<file path="config.mk">
export PLATFORM = sky130hd
export DESIGN_NAME = cp0_regfile
export DESIGN_NICKNAME = d
export VERILOG_FILES = /design/src/rtl/cp0_regfile.sv
export SDC_FILE = /design/constraint.sdc
export NUM_CORES = 1
export LEC_CHECK = 0
export CAP_MARGIN = 15
export CORE_ASPECT_RATIO = 1.25
export CORE_MARGIN = 10
export CORE_UTILIZATION = 45
export DETAILED_ROUTE_END_ITERATION = 10
export PLACE_DENSITY = 0.84
export SLEW_MARGIN = 20
export SYNTH_ARGS = -nofsm -noshare
export SYNTH_HDL_FRONTEND = slang
export SYNTH_SLANG_ARGS = --single-unit
</file>
<file path="constraint.sdc">
create_clock -name clk -period 3.59 [get_ports clk]
set_clock_uncertainty 0.15 [all_clocks]
set_input_delay 0.718 -clock clk [delete_from_list [all_inputs] [get_ports clk]]
set_output_delay 0.718 -clock clk [all_outputs]
set_load 0.01 [all_outputs]
</file>
<file path="src/rtl/cp0_regfile.sv">
// Purpose : MIPS CP0 register file (BadVAddr, Count, Compare, Status, Cause, EPC) beside MEM/WB.
// Latency : reads/flush/new_pc/int_req combinational from registered state; writes take effect next edge.
// Backpressure: none; exception > ERET > MTC0 arbitrated in one cycle, lower-priority event dropped.
//
// Optional timer: define CP0_TIMER_EN to build Count/Compare and the timer interrupt.
// Without it, registers 9/11 read 0, writes to them are ignored, and TI is constant 0.
//
// Ports:
//   clk, rst                          clock, synchronous active-high reset
//   mtc0_we/mtc0_addr/mtc0_wdata      MTC0 write from MEM
//   mfc0_addr/mfc0_rdata              MFC0 combinational read (0 for unimplemented numbers)
//   ex_valid/ex_code/ex_bd/ex_pc/ex_badvaddr   committed exception
//   eret                              committed ERET
//   hw_int                            level-sensitive external interrupt lines
//   int_req, flush, new_pc, status_exl   to pipeline control
module cp0_regfile #(
    parameter logic [31:0] EXC_VEC    = 32'hBFC00380,
    parameter int          HW_INT_NUM = 6,
    parameter int          COUNT_DIV  = 2
) (
    input  logic                  clk,
    input  logic                  rst,
    input  logic                  mtc0_we,
    input  logic [4:0]            mtc0_addr,
    input  logic [31:0]           mtc0_wdata,
    input  logic [4:0]            mfc0_addr,
    output logic [31:0]           mfc0_rdata,
    input  logic                  ex_valid,
    input  logic [4:0]            ex_code,
    input  logic                  ex_bd,
    input  logic [31:0]           ex_pc,
    input  logic [31:0]           ex_badvaddr,
    input  logic                  eret,
    input  logic [HW_INT_NUM-1:0] hw_int,
    output logic                  int_req,
    output logic                  flush,
    output logic [31:0]           new_pc,
    output logic                  status_exl
);

    localparam logic [4:0] REG_BADVADDR = 5'd8;
    localparam logic [4:0] REG_COUNT    = 5'd9;
    localparam logic [4:0] REG_COMPARE  = 5'd11;
    localparam logic [4:0] REG_STATUS   = 5'd12;
    localparam logic [4:0] REG_CAUSE    = 5'd13;
    localparam logic [4:0] REG_EPC      = 5'd14;

    // Architectural state
    logic [31:0]           r_badvaddr;
    logic [31:0]           r_epc;
    logic [7:0]            r_im;
    logic                  r_exl;
    logic                  r_ie;
    logic                  r_bd;
    logic [4:0]            r_exccode;
    logic [1:0]            r_ip_sw;
    logic [HW_INT_NUM-1:0] r_ip_hw;

    // Timer view (constant 0 when the timer is not built)
    logic [31:0] w_count;
    logic [31:0] w_compare;
    logic        w_ti;

    logic        w_mtc0_acc;
    logic        w_eret_acc;
    logic [5:0]  w_hw6;
    logic [7:0]  w_ip;
    logic [31:0] w_status;
    logic [31:0] w_cause;

    // An MTC0 only lands when nothing of higher priority commits in the same cycle.
    assign w_mtc0_acc = mtc0_we & ~ex_valid & ~eret;
    assign w_eret_acc = eret & ~ex_valid;

    // Hardware lines occupy IP[2 +: HW_INT_NUM]; the timer shares IP[7] with the
    // sixth hardware line, so the two are ORed as on classic MIPS cores.
    assign w_hw6 = 6'(r_ip_hw);
    assign w_ip  = {w_hw6[5] | w_ti, w_hw6[4:0], r_ip_sw};

    assign w_status = {9'b0, 1'b1, 6'b0, r_im, 6'b0, r_exl, r_ie};
    assign w_cause  = {r_bd, w_ti, 14'b0, w_ip, 1'b0, r_exccode, 2'b0};

    assign int_req    = r_ie & ~r_exl & (|(w_ip & r_im));
    assign flush      = ex_valid | eret;
    assign new_pc     = ex_valid ? EXC_VEC : r_epc;
    assign status_exl = r_exl;

    always_comb begin
        mfc0_rdata = 32'h0;
        case (mfc0_addr)
            REG_BADVADDR: mfc0_rdata = r_badvaddr;
            REG_COUNT:    mfc0_rdata = w_count;
            REG_COMPARE:  mfc0_rdata = w_compare;
            REG_STATUS:   mfc0_rdata = w_status;
            REG_CAUSE:    mfc0_rdata = w_cause;
            REG_EPC:      mfc0_rdata = r_epc;
            default:      mfc0_rdata = 32'h0;
        endcase
    end

    always_ff @(posedge clk) begin
        if (rst) begin
            r_badvaddr <= 32'h0;
            r_epc      <= 32'h0;
            r_im       <= 8'h0;
            r_exl      <= 1'b0;
            r_ie       <= 1'b0;
            r_bd       <= 1'b0;
            r_exccode  <= 5'h0;
            r_ip_sw    <= 2'b0;
            r_ip_hw    <= '0;
        end else begin
            r_ip_hw <= hw_int;
            if (ex_valid) begin
                // A nested exception (EXL already set) keeps the original return point.
                if (!r_exl) begin
                    r_epc <= ex_bd ? (ex_pc - 32'd4) : ex_pc;
                    r_bd  <= ex_bd;
                end
                r_exl     <= 1'b1;
                r_exccode <= ex_code;
                if (ex_code == 5'd4 || ex_code == 5'd5) begin
                    r_badvaddr <= ex_badvaddr;
                end
            end else if (w_eret_acc) begin
                r_exl <= 1'b0;
            end else if (w_mtc0_acc) begin
                case (mtc0_addr)
                    REG_STATUS: begin
                        r_im  <= mtc0_wdata[15:8];
                        r_exl <= mtc0_wdata[1];
                        r_ie  <= mtc0_wdata[0];
                    end
                    REG_CAUSE: r_ip_sw <= mtc0_wdata[9:8];
                    REG_EPC:   r_epc   <= mtc0_wdata;
                    default: ;
                endcase
            end
        end
    end

`ifdef CP0_TIMER_EN
    localparam logic [3:0] DIV_LAST = 4'(COUNT_DIV - 1);

    logic [31:0] r_count;
    logic [31:0] r_compare;
    logic [3:0]  r_div;
    logic        r_ti;
    logic        r_cnt_tick;   // Count incremented on the previous edge
    logic        w_div_wrap;

    assign w_div_wrap = (r_div == DIV_LAST);
    assign w_count    = r_count;
    assign w_compare  = r_compare;
    assign w_ti       = r_ti;

    always_ff @(posedge clk) begin
        if (rst) begin
            r_count    <= 32'h0;
            r_compare  <= 32'h0;
            r_div      <= 4'h0;
            r_ti       <= 1'b0;
            r_cnt_tick <= 1'b0;
        end else begin
            // Match only counts when Count has just advanced, so a stationary
            // Count equal to Compare does not retrigger after software clears TI.
            if (w_mtc0_acc && mtc0_addr == REG_COMPARE) begin
                r_compare <= mtc0_wdata;
                r_ti      <= 1'b0;
            end else if (r_cnt_tick && (r_count == r_compare)) begin
                r_ti <= 1'b1;
            end

            if (w_mtc0_acc && mtc0_addr == REG_COUNT) begin
                r_count    <= mtc0_wdata;
                r_div      <= 4'h0;
                r_cnt_tick <= 1'b0;
            end else if (w_div_wrap) begin
                r_count    <= r_count + 32'd1;
                r_div      <= 4'h0;
                r_cnt_tick <= 1'b1;
            end else begin
                r_div      <= r_div + 4'd1;
                r_cnt_tick <= 1'b0;
            end
        end
    end
`else
    assign w_count   = 32'h0;
    assign w_compare = 32'h0;
    assign w_ti      = 1'b0;
`endif

endmodule

</file>
[Word-level counts from Yosys, hierarchy flattened]
Index checks and enable logic that the tools add are counted.
Operators by class
  $add $sub $neg: 1
  eq/ne operators: 11
  mux-type cells: 12
  bitwise gates (word level): 11
  reductions and logical operators: 12
Operators by type and width (number)
  $mux W32: 7
  $pmux W32 S4: 1
  $eq A5 B4 Y1 const B: 7
  $sub A32 B3 Y32 const B: 1
  $reduce_and A4 Y1: 3
  $eq A5 B3 Y1 const B: 2
  $and A8 B8 Y8: 1
  $reduce_or A8 Y1: 1
  $reduce_and A2 Y1: 3
  $reduce_bool A3 Y1: 2
  $and A1 B1 Y1: 5
  $mux W1: 4
  $ne A2 B2 Y1 const B: 2
  $not A1 Y1: 4
  $reduce_bool A2 Y1: 2
  $logic_or A1 B1 Y1: 1
  $or A1 B1 Y1: 1
Word-level totals
  bits in registers: 88
  word-level logic and storage cells: 56

[Logic depth before layout (Yosys ltp)]
  depth in word-level cells: 6
  mapped depth: 7
  gate-level depth less buffers: 6

[Worst setup path before layout]
No wires, ideal clock.
  path type: in2out
  start point: in mfc0_addr[0]
  end point: out mfc0_rdata[18]
  arrival time: 2342 ps
  required time: 2722 ps
  slack: 380 ps
  cell stages on the path: 5
  buffers on the path: 2
  cell sequence: or4b_2 clkbuf_1 nor2_1 clkbuf_1 a22o_1
On the way
  longest elaborated chain between the ends: 2
RTL lines
  start: declaration: line 26  | input logic [4:0] mfc0_addr,
  $eq A5 B4 Y1: line 90  | case (mfc0_addr)
  $pmux W32 S4 (*): line 90
  end: declaration: line 27  | output logic [31:0] mfc0_rdata,
Every way passes the cells marked *; elsewhere a longest branch is shown, timed or not.

[Worst setup path after layout]
  start point: in mfc0_addr[0]
  end point: out mfc0_rdata[0]
The elaborated chain is that of the path after synthesis.

==> results.cfg <==
[setup_path]
rrSetupSlack_ns = 1.73
reg2regPathDepth = 5
worst-path-max-fanout = 6
endpoint_of_the_most_critical_register_to_register_path = r_epc[28]$_SDFFE_PP0P_
critPathArrivalTime_ns = 2.66
criticalPathCategory = primary input to primary output
startpoint_type = primary input
critical_path_required_ns = 2.72
reg2reg_from = status_exl$_SDFFE_PP0P_
timing.critical_path.to_type = primary output

[floorplan]
io_pins = 190
core-area_sq_um = 11080
floorplan.initialDensity = 0.4586
die_height_microns = 138.8
floorplan.rows = 43
die_w_microns = 115.1
die_area_sq_um = 15970

[grt]
grt_max_degree = 87
grt.met2_usage = 0.4252
grt.total_usage = 0.2523
grt_use_met3 = 0.04805
via_count_of_the_first_global_routing_pass = 5970
grt-ovfl-total = 0
grt_first_pass_wirelength_microns = 32620
initial_antenna_violation_count = 0
grt_util_met1 = 0.2992
gr-max-usage-layer = met2

[synth]
postSynthCellCount = 667
synth_async_sr_flop_share = 0
netlist.area_leader.share = 0.3466
yosys_warnings = 0
ys_ff_latch = 88
synthesis.area_sq_um = 5082
synthDistinctLibCells = 56
syn_area_per_cell_sq_um = 7.620
synth_enable_flop_cells = 0
yosys.area.top_type = sky130_fd_sc_hd__dfxtp_1
synth-seq-area-share = 0.3466
synth_fp_nets = 791
yosys-top-cells-area = sky130_fd_sc_hd__dfxtp_1 35%, sky130_fd_sc_hd__nand2_1 9.2%, sky130_fd_sc_hd__a21oi_1 5.8%
ys_dominant_reg_cell = sky130_fd_sc_hd__dfxtp_1

[sta]
setup_ws_ns = 0.06094
hold_viol = 0
finalCritPeriodShare = 0.9830
period_minus_slack_ns = 3.529
worst_slew_margin_rel = 0.3613
finalSetupTns_ns = 0
fmax_ghz = 0.2834
transition_time_at_the_pin_with_the_least_slew_margin_ns = 0.9581
finalSetupViolations = 0
rsz_0062_raised_after_global_routing = no
timing_max_transition_violations_final = 0

[cts]
cts_buffers = 9
cts.sinks = 88
insertion_delay_ns = 0.34
post_cts_hold_buffer_count = 0
clkTransAtPathRegs_ns = 0.06
htree_num_levels = 3
clk_path_buf_depth = 2
cts_root_buffer = sky130_fd_sc_hd__clkbuf_16
tritoncts = yes

[pwr]
power.combinational.fraction = 0.193
irDropWorstVdd_mv = 0.2828
p_sw_frac = 0.2708
switch_pwr_mw = 0.6761
sequential_share_of_power = 0.423
power_frac_clock = 0.384
leakagePower_nw = 3.070
power_per_cell_area_nw_per_um2 = 324.7
power.total_mw = 2.496
p_int_mw = 1.820

[cells_and_area]
syn2layout_area_growth_pct = 51.28
instances_no_fill = 1005
num_antenna_cells = 0
finish.net_count = 989
filler_cells = 937
post_route_cells_drive_above_1_share = 0.1149
final_design_area_no_fill_sq_um = 7689

[place]
post-dp-hpwl_microns = 16050
place_ws_ns = -0.2600
placedCellCount = 980
numPortBuffers = 189
place_congestion = 0.9441
detailed_place.area_sq_um = 7287

[drt]
drt-initial-drc-count = 520
postRouteAntennaNets = 0
via_count = 6092
route.final.wire_length_microns = 21340
drc_errors = 0
routed_wire_length_per_instance_microns = 21.24
drt_pass1_iterations = 5
detail_route.vias_per_cell = 6.062

[worst_hold_path]
hold_class = flip-flop to flip-flop
holdPathEnd = r_badvaddr[1]$_SDFFE_PP0P_
min_from = r_badvaddr[1]$_SDFFE_PP0P_
timing.hold.worst_path_depth = 2

[outcome]
run_status = complete, no violations

[flow_run]
max-cap-violations = 0
## metrics by stage
| step | hold slack [ns] | util |
|---|---|---|
| CTS | 0.3056 | 0.6864 |
| detailed placement | 0.2970 | 0.6575 |
| global route | 0.3287 | 0.6937 |
| global placement | 0.2927 | 0.6575 |
| finish | 0.3067 | 0.6937 |
| floorplan | 0.2857 | - |
## cell usage in the layout (no fill, tap or decap), types with 5 or more instances in the layout
cell and n:
sky130_fd_sc_hd__a211oi_1 7, sky130_fd_sc_hd__a21boi_0 6, sky130_fd_sc_hd__a21oi_1 58, sky130_fd_sc_hd__a22o_1 15, sky130_fd_sc_hd__a22oi_1 23, sky130_fd_sc_hd__a31o_2 5
sky130_fd_sc_hd__a31oi_1 5, sky130_fd_sc_hd__and3_1 9, sky130_fd_sc_hd__buf_4 43, sky130_fd_sc_hd__clkbuf_16 9, sky130_fd_sc_hd__clkdlybuf4s50_1 156, sky130_fd_sc_hd__dfxtp_1 88
sky130_fd_sc_hd__dlygate4sd2_1 17, sky130_fd_sc_hd__dlymetal6s2s_1 13, sky130_fd_sc_hd__inv_1 11, sky130_fd_sc_hd__mux2i_1 17, sky130_fd_sc_hd__nand2_1 124, sky130_fd_sc_hd__nand2b_1 6
sky130_fd_sc_hd__nand3_1 6, sky130_fd_sc_hd__nand4_1 12, sky130_fd_sc_hd__nand4b_1 5, sky130_fd_sc_hd__nor2_1 37, sky130_fd_sc_hd__nor2b_1 24, sky130_fd_sc_hd__nor3_1 9
sky130_fd_sc_hd__nor4_1 14, sky130_fd_sc_hd__o211ai_1 10, sky130_fd_sc_hd__o21ai_0 15, sky130_fd_sc_hd__o31ai_1 8, sky130_fd_sc_hd__or2_2 18, sky130_fd_sc_hd__or3_1 10
sky130_fd_sc_hd__or4_1 17
## power groups by stage
stage	combinational, mW	sequential [mW]	clock, mW
after floorplan	0.191	1.06	0
after global placement	0.461	1.07	0
after detailed placement	0.471	1.08	0
after CTS	0.475	1.05	0.964
after global routing	0.515	1.06	0.998
final	0.481	1.06	0.959
## worst max-delay path: stages
cell and delay, ns:
sky130_fd_sc_hd__clkdlybuf4s50_1 0.43, sky130_fd_sc_hd__or4b_4 0.57, sky130_fd_sc_hd__buf_4 0.18, sky130_fd_sc_hd__o21ai_0 0.18
sky130_fd_sc_hd__clkdlybuf4s50_1 0.57
## timing repair
item                       CTS  global route
cloned                       1             0
buffers inserted             3             5
setup endpoints to repair   32            16
hold endpoints to repair     0             0
gates resized for setup     23            16
pin swaps                    1             2
## synthesized netlist by cell type (7+ instances only)
library cell               count
sky130_fd_sc_hd__a211oi_1      7
sky130_fd_sc_hd__a21oi_1      59
sky130_fd_sc_hd__a22o_1       15
sky130_fd_sc_hd__a22oi_1      23
sky130_fd_sc_hd__and3_1        9
sky130_fd_sc_hd__clkbuf_1     47
sky130_fd_sc_hd__dfxtp_1      88
sky130_fd_sc_hd__inv_1        11
sky130_fd_sc_hd__mux2i_1      17
sky130_fd_sc_hd__nand2_1     124
sky130_fd_sc_hd__nand4_1      12
sky130_fd_sc_hd__nor2_1       38
sky130_fd_sc_hd__nor2b_1      24
sky130_fd_sc_hd__nor3_1        9
sky130_fd_sc_hd__nor4_1       14
sky130_fd_sc_hd__o211ai_1     10
sky130_fd_sc_hd__o21ai_0      15
sky130_fd_sc_hd__o31ai_1       8
sky130_fd_sc_hd__or2_2        18
sky130_fd_sc_hd__or3_1        10
sky130_fd_sc_hd__or4_1        17
## state kept, by name (all words and copies together) (netlist names)
| name | count |
|---|---|
| r_im | 8 |
| r_ip_sw | 2 |
| r_epc | 32 |
| r_bd | 1 |
| r_exccode | 5 |
| r_ie | 1 |
| r_badvaddr | 32 |
| r_ip_hw | 6 |
| status_exl | 1 |
## metal layers
| layer | share of wire | vias to the layer above |
|---|---|---|
| met5 | 0 | - |
| met4 | 0.039 | 0 |
| met3 | 0.083 | 56 |
| met2 | 0.50 | 349 |
| met1 | 0.38 | 2843 |
| li1 | - | 2844 |
## worst max-delay path by stage
stage | from | end | cells past startpoint
after global placement | mfc0_addr[0] | mfc0_rdata[12] | 7
after detailed placement | mfc0_addr[0] | mfc0_rdata[14] | 7
after global routing | mfc0_addr[0] | mfc0_rdata[12] | 9
after CTS | mfc0_addr[0] | mfc0_rdata[20] | 6
final | mfc0_addr[0] | mfc0_rdata[0] | 5
after floorplan | mfc0_addr[0] | mfc0_rdata[18] | 5
## cell families (layout without fill, tap and decap cells)
group	count (synthesis)	after routing	synth area share
flip-flops	88	88	0.3466
AND/OR/NAND/NOR	310	310	0.3156
AO/OA/AOI/OAI	183	183	0.2447
multiplexers	17	17	0.03348
adder cells (fa/ha/maj)	1	1	0.002461
XOR/XNOR	5	5	0.008618
buffers and inverters	63	266	0.04850
## cell type report
| type | count | area (sq um) | area share |
|---|---|---|---|
| Clock inverter | 6 | 67.56 | 0.008788 |
| Clock buffer | 10 | 229.0 | 0.02978 |
| Tap cell | 135 | 168.9 | 0.02197 |
| Sequential cell | 88 | 1762 | 0.2291 |
| Inverter | 12 | 45.04 | 0.005858 |
| Multi-Input combinational cell | 516 | 3107 | 0.4041 |
| Timing Repair Buffer | 238 | 2310 | 0.3004 |
Power figures use the tool's default switching activity.
